`config.mk`:
```
export PLATFORM = sky130hd
export DESIGN_NAME = pool2x2_stream_flat
export DESIGN_NICKNAME = d
export VERILOG_FILES = /design/src/rtl/pool2x2_stream_if.sv /design/src/rtl/pool2x2_stream.sv /design/src/flat_wrapper.sv
export SDC_FILE = /design/constraint.sdc
export NUM_CORES = 1
export LEC_CHECK = 0
export BUFFER_PORTS_ARGS = -buffer_cell sky130_fd_sc_hd__buf_2
export CORE_ASPECT_RATIO = 1.75
export CORE_MARGIN = 1
export CORE_UTILIZATION = 62
export CTS_CLUSTER_SIZE = 28
export DETAILED_ROUTE_END_ITERATION = 12
export PLACE_DENSITY = 0.81
export SYNTH_ARGS = -nofsm -noshare
export SYNTH_HDL_FRONTEND = slang
export SYNTH_SLANG_ARGS = --single-unit
```
`constraint.sdc`:
```
create_clock -name clk -period 5.6 [get_ports clk]
set_input_delay 0.56 -clock clk [delete_from_list [all_inputs] [get_ports clk]]
set_output_delay 0.56 -clock clk [all_outputs]
set_load 0.05 [all_outputs]
```
`src/rtl/pool2x2_stream_if.sv`:
```
// Pixel stream bundle for pool2x2_stream: input pixel handshake plus the
// pooled-output handshake carrying data and the next-layer write address.
interface pool2x2_stream_if #(
  parameter int DATA_WIDTH = 12,
  parameter int ADDR_WIDTH = 12
);
  logic                  in_valid;
  logic                  in_ready;
  logic [DATA_WIDTH-1:0] in_data;
  logic                  out_valid;
  logic                  out_ready;
  logic [DATA_WIDTH-1:0] out_data;
  logic [ADDR_WIDTH-1:0] out_addr;

  // Producer of input pixels / consumer of pooled pixels.
  modport master (
    output in_valid, in_data, out_ready,
    input  in_ready, out_valid, out_data, out_addr
  );

  // The pooling engine.
  modport slave (
    input  in_valid, in_data, out_ready,
    output in_ready, out_valid, out_data, out_addr
  );
endinterface

```
`src/rtl/pool2x2_stream.sv`:
```
// 2x2 stride-2 pooling engine (max or floor-average, signed or unsigned).
// Consumes a raster pixel stream, emits one pooled pixel per 2x2 window
// with a write address of base_addr + window index.
module pool2x2_stream #(
  parameter int DATA_WIDTH = 12,
  parameter int IN_W       = 10,
  parameter int IN_H       = 10,
  parameter int ADDR_WIDTH = 12,
  parameter int SIGNED     = 0
) (
  input  logic                  clk,
  input  logic                  rst_n,
  input  logic                  start,
  input  logic                  mode,
  input  logic [ADDR_WIDTH-1:0] base_addr,
  pool2x2_stream_if.slave       px,
  output logic                  busy,
  output logic                  done
);

  if ((IN_W % 2) != 0 || IN_W < 2) begin : g_bad_w
    $error("pool2x2_stream: IN_W must be even and at least 2");
  end
  if ((IN_H % 2) != 0 || IN_H < 2) begin : g_bad_h
    $error("pool2x2_stream: IN_H must be even and at least 2");
  end

  localparam int OW = IN_W / 2;
  localparam int CW = $clog2(IN_W);
  localparam int RW = $clog2(IN_H);
  localparam int LW = (OW > 1) ? $clog2(OW) : 1;
  localparam int HW = DATA_WIDTH + 1;
  localparam int SW = DATA_WIDTH + 2;

  typedef enum logic [1:0] {S_IDLE, S_RUN, S_FLUSH, S_FIN} state_t;

  state_t                state_q;
  logic                  mode_q;
  logic [ADDR_WIDTH-1:0] base_q;
  logic [ADDR_WIDTH-1:0] oidx_q;
  logic [CW-1:0]         col_q;
  logic [RW-1:0]         row_q;
  logic [DATA_WIDTH-1:0] pair_q;
  logic [HW-1:0]         line_buf_q [OW];
  logic                  out_valid_q;
  logic [DATA_WIDTH-1:0] out_data_q;
  logic [ADDR_WIDTH-1:0] out_addr_q;
  logic                  busy_q;
  logic                  done_q;

  logic                  in_ready;
  logic                  acc;
  logic                  win_done;
  logic                  last_col;
  logic                  last_row;
  logic [LW-1:0]         lb_idx;
  logic [HW-1:0]         pix_x;
  logic [HW-1:0]         pair_x;
  logic [HW-1:0]         lb_x;
  logic [HW-1:0]         h_d;
  logic [SW-1:0]         sum_d;
  logic [DATA_WIDTH-1:0] res_d;

  function automatic logic [HW-1:0] ext1(input logic [DATA_WIDTH-1:0] v);
    return (SIGNED != 0) ? {v[DATA_WIDTH-1], v} : {1'b0, v};
  endfunction

  function automatic logic [SW-1:0] ext2(input logic [HW-1:0] v);
    return (SIGNED != 0) ? {v[HW-1], v} : {1'b0, v};
  endfunction

  function automatic logic gt(input logic [HW-1:0] a, input logic [HW-1:0] b);
    if (SIGNED != 0) return $signed(a) > $signed(b);
    return a > b;
  endfunction

  assign in_ready = (state_q == S_RUN) && (!out_valid_q || px.out_ready);
  assign acc      = px.in_valid && in_ready;
  assign win_done = acc && col_q[0] && row_q[0];
  assign last_col = (col_q == CW'(IN_W - 1));
  assign last_row = (row_q == RW'(IN_H - 1));
  assign lb_idx   = LW'(col_q >> 1);

  // Horizontal then vertical combine of the current window.
  always_comb begin
    pix_x  = ext1(px.in_data);
    pair_x = ext1(pair_q);
    if (mode_q) h_d = pair_x + pix_x;
    else        h_d = gt(pix_x, pair_x) ? pix_x : pair_x;
    lb_x  = line_buf_q[lb_idx];
    sum_d = ext2(lb_x) + ext2(h_d);
    if (mode_q) begin
      // Arithmetic shift gives floor toward -inf for signed sums.
      if (SIGNED != 0) res_d = DATA_WIDTH'($signed(sum_d) >>> 2);
      else             res_d = DATA_WIDTH'(sum_d >> 2);
    end else begin
      res_d = DATA_WIDTH'(gt(lb_x, h_d) ? lb_x : h_d);
    end
  end

  // Pair register and line buffer of horizontal partial results.
  always_ff @(posedge clk or negedge rst_n) begin
    if (!rst_n) begin
      pair_q <= '0;
      for (int unsigned i = 0; i < OW; i++) line_buf_q[i] <= '0;
    end else if (acc) begin
      if (!col_q[0])      pair_q <= px.in_data;
      else if (!row_q[0]) line_buf_q[lb_idx] <= h_d;
    end
  end

  // Frame FSM, raster counters and the single-entry output register.
  always_ff @(posedge clk or negedge rst_n) begin
    if (!rst_n) begin
      state_q     <= S_IDLE;
      mode_q      <= 1'b0;
      base_q      <= '0;
      oidx_q      <= '0;
      col_q       <= '0;
      row_q       <= '0;
      out_valid_q <= 1'b0;
      out_data_q  <= '0;
      out_addr_q  <= '0;
      busy_q      <= 1'b0;
      done_q      <= 1'b0;
    end else begin
      done_q <= 1'b0;
      case (state_q)
        S_IDLE: begin
          if (start) begin
            state_q <= S_RUN;
            mode_q  <= mode;
            base_q  <= base_addr;
            oidx_q  <= '0;
            col_q   <= '0;
            row_q   <= '0;
            busy_q  <= 1'b1;
          end
        end
        S_RUN: begin
          if (acc) begin
            if (last_col) begin
              col_q <= '0;
              if (last_row) state_q <= S_FLUSH;
              else          row_q   <= row_q + 1'b1;
            end else begin
              col_q <= col_q + 1'b1;
            end
          end
        end
        S_FLUSH: begin
          if (!out_valid_q) begin
            state_q <= S_FIN;
            busy_q  <= 1'b0;
            done_q  <= 1'b1;
          end
        end
        S_FIN:   state_q <= S_IDLE;
        default: state_q <= S_IDLE;
      endcase

      // Window index counter replaces orow*(IN_W/2)+ocol: both step by one per output.
      if (win_done) begin
        out_valid_q <= 1'b1;
        out_data_q  <= res_d;
        out_addr_q  <= base_q + oidx_q;
        oidx_q      <= oidx_q + 1'b1;
      end else if (out_valid_q && px.out_ready) begin
        out_valid_q <= 1'b0;
      end
    end
  end

  assign px.in_ready  = in_ready;
  assign px.out_valid = out_valid_q;
  assign px.out_data  = out_data_q;
  assign px.out_addr  = out_addr_q;
  assign busy         = busy_q;
  assign done         = done_q;

endmodule

```
`src/flat_wrapper.sv`:
```
// flat-port wrapper written by rule: the top's interface ports become plain ports
module pool2x2_stream_flat 
#(
  parameter int DATA_WIDTH = 12,
  parameter int IN_W       = 10,
  parameter int IN_H       = 10,
  parameter int ADDR_WIDTH = 12,
  parameter int SIGNED     = 0
)
  (clk, rst_n, start, mode, base_addr, busy, done, px_in_valid, px_in_data, px_out_ready, px_in_ready, px_out_valid, px_out_data, px_out_addr);
  pool2x2_stream_if #(.DATA_WIDTH(DATA_WIDTH), .ADDR_WIDTH(ADDR_WIDTH)) px_i ();
  input  logic clk;
  input  logic rst_n;
  input  logic start;
  input  logic mode;
  input  logic [ADDR_WIDTH-1:0] base_addr;
  output logic busy;
  output logic done;
  input wire logic [$bits(px_i.in_valid)-1:0] px_in_valid;
  input wire logic [$bits(px_i.in_data)-1:0] px_in_data;
  input wire logic [$bits(px_i.out_ready)-1:0] px_out_ready;
  output wire logic [$bits(px_i.in_ready)-1:0] px_in_ready;
  output wire logic [$bits(px_i.out_valid)-1:0] px_out_valid;
  output wire logic [$bits(px_i.out_data)-1:0] px_out_data;
  output wire logic [$bits(px_i.out_addr)-1:0] px_out_addr;
  assign px_i.in_valid = px_in_valid;
  assign px_i.in_data = px_in_data;
  assign px_i.out_ready = px_out_ready;
  assign px_in_ready = px_i.in_ready;
  assign px_out_valid = px_i.out_valid;
  assign px_out_data = px_i.out_data;
  assign px_out_addr = px_i.out_addr;
  pool2x2_stream #(.DATA_WIDTH(DATA_WIDTH), .IN_W(IN_W), .IN_H(IN_H), .ADDR_WIDTH(ADDR_WIDTH), .SIGNED(SIGNED)) u_core (.clk(clk), .rst_n(rst_n), .start(start), .mode(mode), .base_addr(base_addr), .px(px_i), .busy(busy), .done(done));
endmodule
```
==> results of run 1 <==
==> cell usage after synthesis, drive strengths merged (4+ instances only) <==
cell type	n	share of area (%)
dfrtp	139	40
mux2	82	11
nand2	69	3.0
ha	67	9.6
inv	60	2.6
o21ai	52	3.0
a21oi	46	2.8
nor2	43	1.9
mux2i	29	4.2
buf	22	1.5
nand3	21	1.2
nor3	16	0.97
clkbuf	15	0.66
a21o	13	1.1
nor2b	13	0.93
o21a	12	1.0
o31ai	11	0.94
nand4	10	0.71
xnor2	10	1.0
a22oi	9	0.77
o211ai	9	0.77
xor2	9	0.90
a31oi	7	0.50
and3	7	0.50
nor3b	7	0.86
o22ai	7	0.50
a22o	6	0.60
nand2b	6	0.46
or3	6	0.43
o21bai	5	0.43
mux4	4	1.0
o221ai	4	0.40
==> worst paths after layout <==
kind                       slack, ns                            endpoint                               from  depth (start not counted)
min                             0.17   u_core.line_buf_q[14]$_DFFE_PN0P_                              rst_n                          1
min in group clk                0.36        u_core.base_q[7]$_DFFE_PN0P_                       base_addr[7]                          2
max                             0.72  u_core.px.out_data[10]$_DFFE_PN0P_       u_core.pair_q[0]$_DFFE_PN0P_                         16
max reg2reg                     0.72  u_core.px.out_data[10]$_DFFE_PN0P_       u_core.pair_q[0]$_DFFE_PN0P_                         16
max in group asynchronous       4.18        u_core.pair_q[8]$_DFFE_PN0P_                              rst_n                          2
min reg2reg                     0.47   u_core.px.out_addr[6]$_DFFE_PN0P_  u_core.px.out_addr[6]$_DFFE_PN0P_                          1
==> sequential cells by signal (all words and copies together) (netlist names), 2 cells and up <==
signal / count
u_core.col_q: 4
u_core.oidx_q: 12
u_core.pair_q: 12
u_core.state_q: 2
u_core.line_buf_q: 65
u_core.base_q: 12
u_core.px.out_data: 12
u_core.px.out_addr: 12
u_core.row_q: 4
==> per-stage QoR <==
stage	hold slack [ns]	worst slack [ns]	power [mW]	instance area, sq um	std cells
floorplan	0.2644	1.301	3.981	8768	861
global placement	0.4552	0.7207	4.577	9163	1067
detailed placement	0.4599	0.6308	4.674	9163	1067
CTS	0.2050	0.8799	5.858	9757	1099
global route	0.2386	0.5181	6.263	9757	1099
finish	0.1718	0.7224	5.892	9757	1099
==> worst max-delay path: cells and delay by family, from the launching register on <==
family / cells / cell delay [ns]
adders and majority gates: 3 / 0.96
DFF: 1 / 0.40
buffers and inverters: 2 / 0.13
muxes: 1 / 0.40
and+or+nand+nor: 1 / 0.17
AOI/OAI and AO/OA: 9 / 2.72
==> layout make-up <==
| cell class | count | area [sq um] | share of cell area [%] |
|---|---|---|---|
| multi-input cells | 625 | 4878 | 50.00 |
| repair buffers | 66 | 359.1 | 3.680 |
| inverters | 60 | 225.2 | 2.308 |
| well taps | 177 | 221.5 | 2.270 |
| clock buffers | 21 | 450.4 | 4.617 |
| clock inverters | 11 | 143.9 | 1.475 |
| flip-flops and latches | 139 | 3478 | 35.65 |
==> kinds of logic after synthesis <==
kind of cell             Yosys count  synth area share [%]
buffers and inverters             97                 4.695
multiplexers                     115                 15.81
XOR/XNOR                          19                 1.898
adder cells (fa/ha/maj)           69                 10.02
flip-flops                       139                 39.67
AND/OR/NAND/NOR                  213                 12.11
AO/OA/AOI/OAI                    209                 15.80
==> layer usage <==
metal / vias up / track usage (%)
li1: 3187 / -
met1: 3359 / 33.44
met2: 219 / 52.27
met3: 84 / 5.349
met4: 0 / 18.18
met5: - / 0
==> power by group <==
group	switching, mW	leakage [nW]	internal [mW]
combinational	1.83	2.59	1.31
sequential	0.266	1.78	1.33
clock	0.443	0.291	0.711
total	2.54	4.67	3.35
==> metrics.yaml, run 1 <==
ys_types: 74
async_reset_ff_share_pct: 100.0
cp_slowest_cell: "o31ai_1"
setup_viol_count_final: 0
overflow: 0
grt_pass1_wl_um: 34150
ant_nets: 0
synth_area_per_cell_sq_um: 10.18
antenna_cells: 0
first_iter_violations: 337
wl_met2_um: 10670
postCtsSetupBuffers: 0
grt_max_degree: 85
finalCritPeriodShare_pct: 87.10
yosys_warnings: 0
cp.arrival_ns: 5.21
timing.fmax_ghz: 0.2050
hp-class: "in -> async"
p_leak_nw: 4.670
fp.dieArea_sq_um: 14640
drt-met1-wl_um: 8125
cts-root-buf: "clkbuf_16"
port_buffers: 57
io_pins: 58
viasPerCell: 6.232
cp_max_fo: 12
route.detailed.drc: 0
dieHeight_um: 159.3
drive_gt1_share_pct: 22.02
powerDensity_nw_per_um2: 603.8
rsz0062_at_grt: "false"
start_util_pct: 63.37
nNetsFinal: 1008
gp_congestion: 0.9526
num_vias: 6849
fin_setup_tns_ns: 0
synthesis.nets: 960
layout_common_cells: "dfrtp_1 (139), mux2_2 (81), nand2_1 (69)"
grt_usage_pct: 29.96
slew_violations: 0
end_kind: "register"
netlist_instances: 861
tightestPinTransition_ns: 1.001
post_cts_resized: 0
hpwl_um: 14600
max_slew_margin_pct: 33.19
die_x_um: 91.90
area_growth_pct: 11.27
finClkSkew_ns: 0.008342
dr_wl_met3_um: 840
required_ns: 5.93
cap_violations: 0
vdd_drop_max_mv: 0.3150
clock-sinks: 139
critPathMaxStageDelay_ns: 0.50
synthFlopType: "dfrtp_1"
synth_edf_count: 0
drt-total-wl_um: 20710
final_common_cell: "dfrtp_1"
grt_pass1_vias: 7020
insertion_delay_ns: 0.43
dr.pass1.iters: 5
rows: 57
cts-buffers-inserted: 17
syn_area_sq_um: 8768
core_sq_um: 13840
utilization_pct: 70.52
hold_buffers: 0
ys_ff_latch: 139
fillers: 1058
clk_pin_slew_worst_paths_ns: 0.06
outcome: "finished clean"
grt_antenna_before_repair: 0
critPathKind: "reg -> reg"
cts_max_level: 4
startpoint_type: "register"
wl_per_cell_um: 18.85
cts_tree: "built"
cts_buffer_depth: 2
highest_layer: "met4"
period_minus_slack_ns: 4.878
final-hold-violation-count: 0
yosysSeqAreaShare_pct: 39.67
crit_chain: "ha_1 > inv_1 > fa_1 > o21ba_2 > o31ai_1 > o221ai_1 > a21o_1 > a21o_1 > a21oi_4 > inv_1 > ha_1 > nand4_1 > a211oi_1 > o21ba_2 > mux2_2 > o221ai_1"
No activity file was read; power rests on OpenSTA's default activity.
==> run 2: changes to the inputs <==
Settings changed: CORE_UTILIZATION 62 to 45, PLACE_DENSITY 0.81 to not set.
==> metrics.yaml, run 2 (synthesis gave the netlist of run 1 again) <==
gr-usage-met2_pct: 42.16  # was 52.27%
grt_max_degree: 96  # was 85
power.switching_mw: 2.644  # was 2.538 mW
core_sq_um: 19110  # was 13840 sq um
period_minus_slack_ns: 4.881  # was 4.878 ns
dpl.cell_count: 1134  # was 1067
final-hold-violation-count: 0  # unchanged
insertion_delay_ns: 0.44  # was 0.43 ns
max_slew_margin_pct: 28.05  # was 33.19%
dieHeight_um: 186.7  # was 159.3 um
num_vias: 6630  # was 6849
regMostFlops: "u_core.line_buf_q"  # unchanged
vdd_drop_max_mv: 0.2690  # was 0.3150 mV
end_kind: "register"  # unchanged
cp_slowest_cell: "o31ai_1"  # unchanged
p_int_mw: 3.320  # was 3.354 mW
required_ns: 5.93  # about the same
fp.dieArea_sq_um: 20070  # was 14640 sq um
use_met1_pct: 24.36  # was 33.44%
cap_violations: 0  # unchanged
clock-sinks: 139  # unchanged
cts_tree: "built"  # unchanged
grt_antenna_before_repair: 0  # unchanged
first_iter_violations: 252  # was 337
grt_pass1_vias: 6858  # was 7020
port_buffers: 57  # unchanged
drive_gt1_share_pct: 22.59  # was 22.02%
route.detailed.drc: 0  # unchanged
layout_common_cells: "dfrtp_1 (139), mux2_2 (81), nand2_1 (69)"  # unchanged
finClkSkew_ns: 0.006980  # was 0.008342 ns
hpwl_um: 15930  # was 14600 um
start_util_pct: 45.88  # was 63.37%
crit_buf_inv: 2  # unchanged
timing.fmax_ghz: 0.2049  # was 0.2050 GHz
wl_per_cell_um: 18.62  # was 18.85 um
postCtsSetupBuffers: 0  # unchanged
io_pins: 58  # unchanged
cp.arrival_ns: 5.21  # about the same
finalCritPeriodShare_pct: 87.15  # was 87.10%
top_usage_layer: "met2"  # unchanged
nNetsFinal: 1011  # was 1008
cts_max_level: 4  # unchanged
fin_setup_tns_ns: 0  # unchanged
clk_pin_slew_worst_paths_ns: 0.07  # was 0.06 ns
finalPower_mw: 5.964  # was 5.892 mW
ant_nets: 0  # unchanged
stdcell_count: 1166  # was 1099
drt-total-wl_um: 21720  # was 20710 um
crit_chain: "ha_1 > inv_1 > fa_1 > o21ba_2 > o31ai_1 > o221ai_1 > a21o_1 > a21o_1 > a21oi_4 > inv_1 > ha_1 > nand4_1 > nor4_1 > o21ba_2 > mux2i_1 > a221o_1"  # was ha_1 > inv_1 > fa_1 > o21ba_2 > o31ai_1 > o221ai_1 > a21o_1 > a21o_1 > a21oi_4 > inv_1 > ha_1 > nand4_1 > a211oi_1 > o21ba_2 > mux2_2 > o221ai_1
post_cts_resized: 0  # unchanged
dr.pass1.iters: 4  # was 5
cts-buffers-inserted: 17  # unchanged
pwr-share-clk_pct: 19.6  # about the same
path_delay_family: "compound AO/OA/AOI/OAI gates"  # unchanged
slew_violations: 0  # unchanged
area_growth_pct: 12.60  # was 11.27%
critPathMaxStageDelay_ns: 0.52  # was 0.50 ns
rsz0062_at_grt: "false"  # unchanged
pwr-share-comb_pct: 53.3  # about the same
cts-root-buf: "clkbuf_16"  # unchanged
hp-class: "in -> async"  # unchanged
cts_buffer_depth: 2  # unchanged
hold_buffers: 0  # unchanged
stdcell_area_sq_um: 9873  # was 9757 sq um
grt_pass1_wl_um: 35250  # was 34150 um
final_common_cell: "dfrtp_1"  # unchanged
tightestPinTransition_ns: 1.079  # was 1.001 ns
antenna_cells: 0  # unchanged
fillers: 1782  # was 1058
critPathKind: "reg -> reg"  # unchanged
setup_viol_count_final: 0  # unchanged
p_leak_nw: 4.681  # was 4.670 nW
gp_congestion: 0.8988  # was 0.9526
powerDensity_nw_per_um2: 604.1  # was 603.8 nW/um^2
rows: 67  # was 57
largest_reg_flops: 65  # unchanged
seq_power_share_pct: 27.1  # about the same
viasPerCell: 5.686  # was 6.232
grtUsageMet3_pct: 4.017  # was 5.349%
cp_max_fo: 12  # unchanged
placed_area_sq_um: 9265  # was 9163 sq um
worst_hold_slack_ns: 0.2016  # was 0.1718 ns
grt_usage_pct: 23.08  # was 29.96%
overflow: 0  # unchanged
startpoint_type: "register"  # unchanged
outcome: "finished clean"  # unchanged
switching_share_pct: 44.34  # was 43.08%
die_x_um: 107.5  # was 91.90 um
## run 2: layout make-up
type / count / area (sq um) / share of cell area (%)
Clock buffer: 17 / 425.4 / 4.309
Clock inverter: 15 / 182.7 / 1.850
Inverter: 60 / 225.2 / 2.281
Multi-Input combinational cell: 625 / 4878 / 49.41
Sequential cell: 139 / 3478 / 35.23
Tap cell: 241 / 301.5 / 3.054
Timing Repair Buffer: 69 / 381.6 / 3.865
## run 2: final timing paths
path | slack [ns] | to | cells past startpoint | start
max in group asynchronous | 4.20 | u_core.col_q[3]$_DFFE_PN0P_ | 2 | rst_n
worst min-delay path | 0.20 | u_core.px.out_addr[1]$_DFFE_PN0P_ | 1 | rst_n
worst max register to register | 0.72 | u_core.px.out_data[0]$_DFFE_PN0P_ | 16 | u_core.pair_q[0]$_DFFE_PN0P_
min in group clk | 0.35 | u_core.base_q[8]$_DFFE_PN0P_ | 2 | base_addr[8]
worst max-delay path | 0.72 | u_core.px.out_data[0]$_DFFE_PN0P_ | 16 | u_core.pair_q[0]$_DFFE_PN0P_
worst min register to register | 0.47 | u_core.px.out_addr[5]$_DFFE_PN0P_ | 2 | u_core.px.out_addr[5]$_DFFE_PN0P_
## run 2: power groups by stage
stage,clock network (mW),registers [mW],logic [mW]
after floorplan,0,1.67,2.31
final,1.17,1.61,3.18
after global routing,1.24,1.66,3.46
after global placement,0,1.62,3.14
after detailed placement,0,1.63,3.16
after CTS,1.20,1.61,3.19
## run 2: metrics by stage
stage          util (%)  setup slack (ns)
2_1_floorplan         -             1.301
3_3_place_gp      48.47            0.5802
3_5_place_dp      48.47            0.5038
4_1_cts           51.66            0.7668
5_1_grt           51.66            0.5165
6_report          51.66            0.7195
## run 2: worst reg2reg max path: stages, from the launching register on
cell      delay, ns
dfrtp_1        0.41
ha_1           0.19
inv_1          0.06
fa_1           0.39
o21ba_2        0.22
o31ai_1        0.52
o221ai_1       0.30
a21o_1         0.25
a21o_1         0.21
a21oi_4        0.25
inv_1          0.08
ha_1           0.37
nand4_1        0.18
nor4_1         0.49
o21ba_2        0.35
mux2i_1        0.16
a221o_1        0.34
## run 2: metal layers
layer,share of wire [%],up-vias
li1,-,3196
met1,39,3246
met2,53,131
met3,2.7,57
met4,4.7,0
met5,0,-
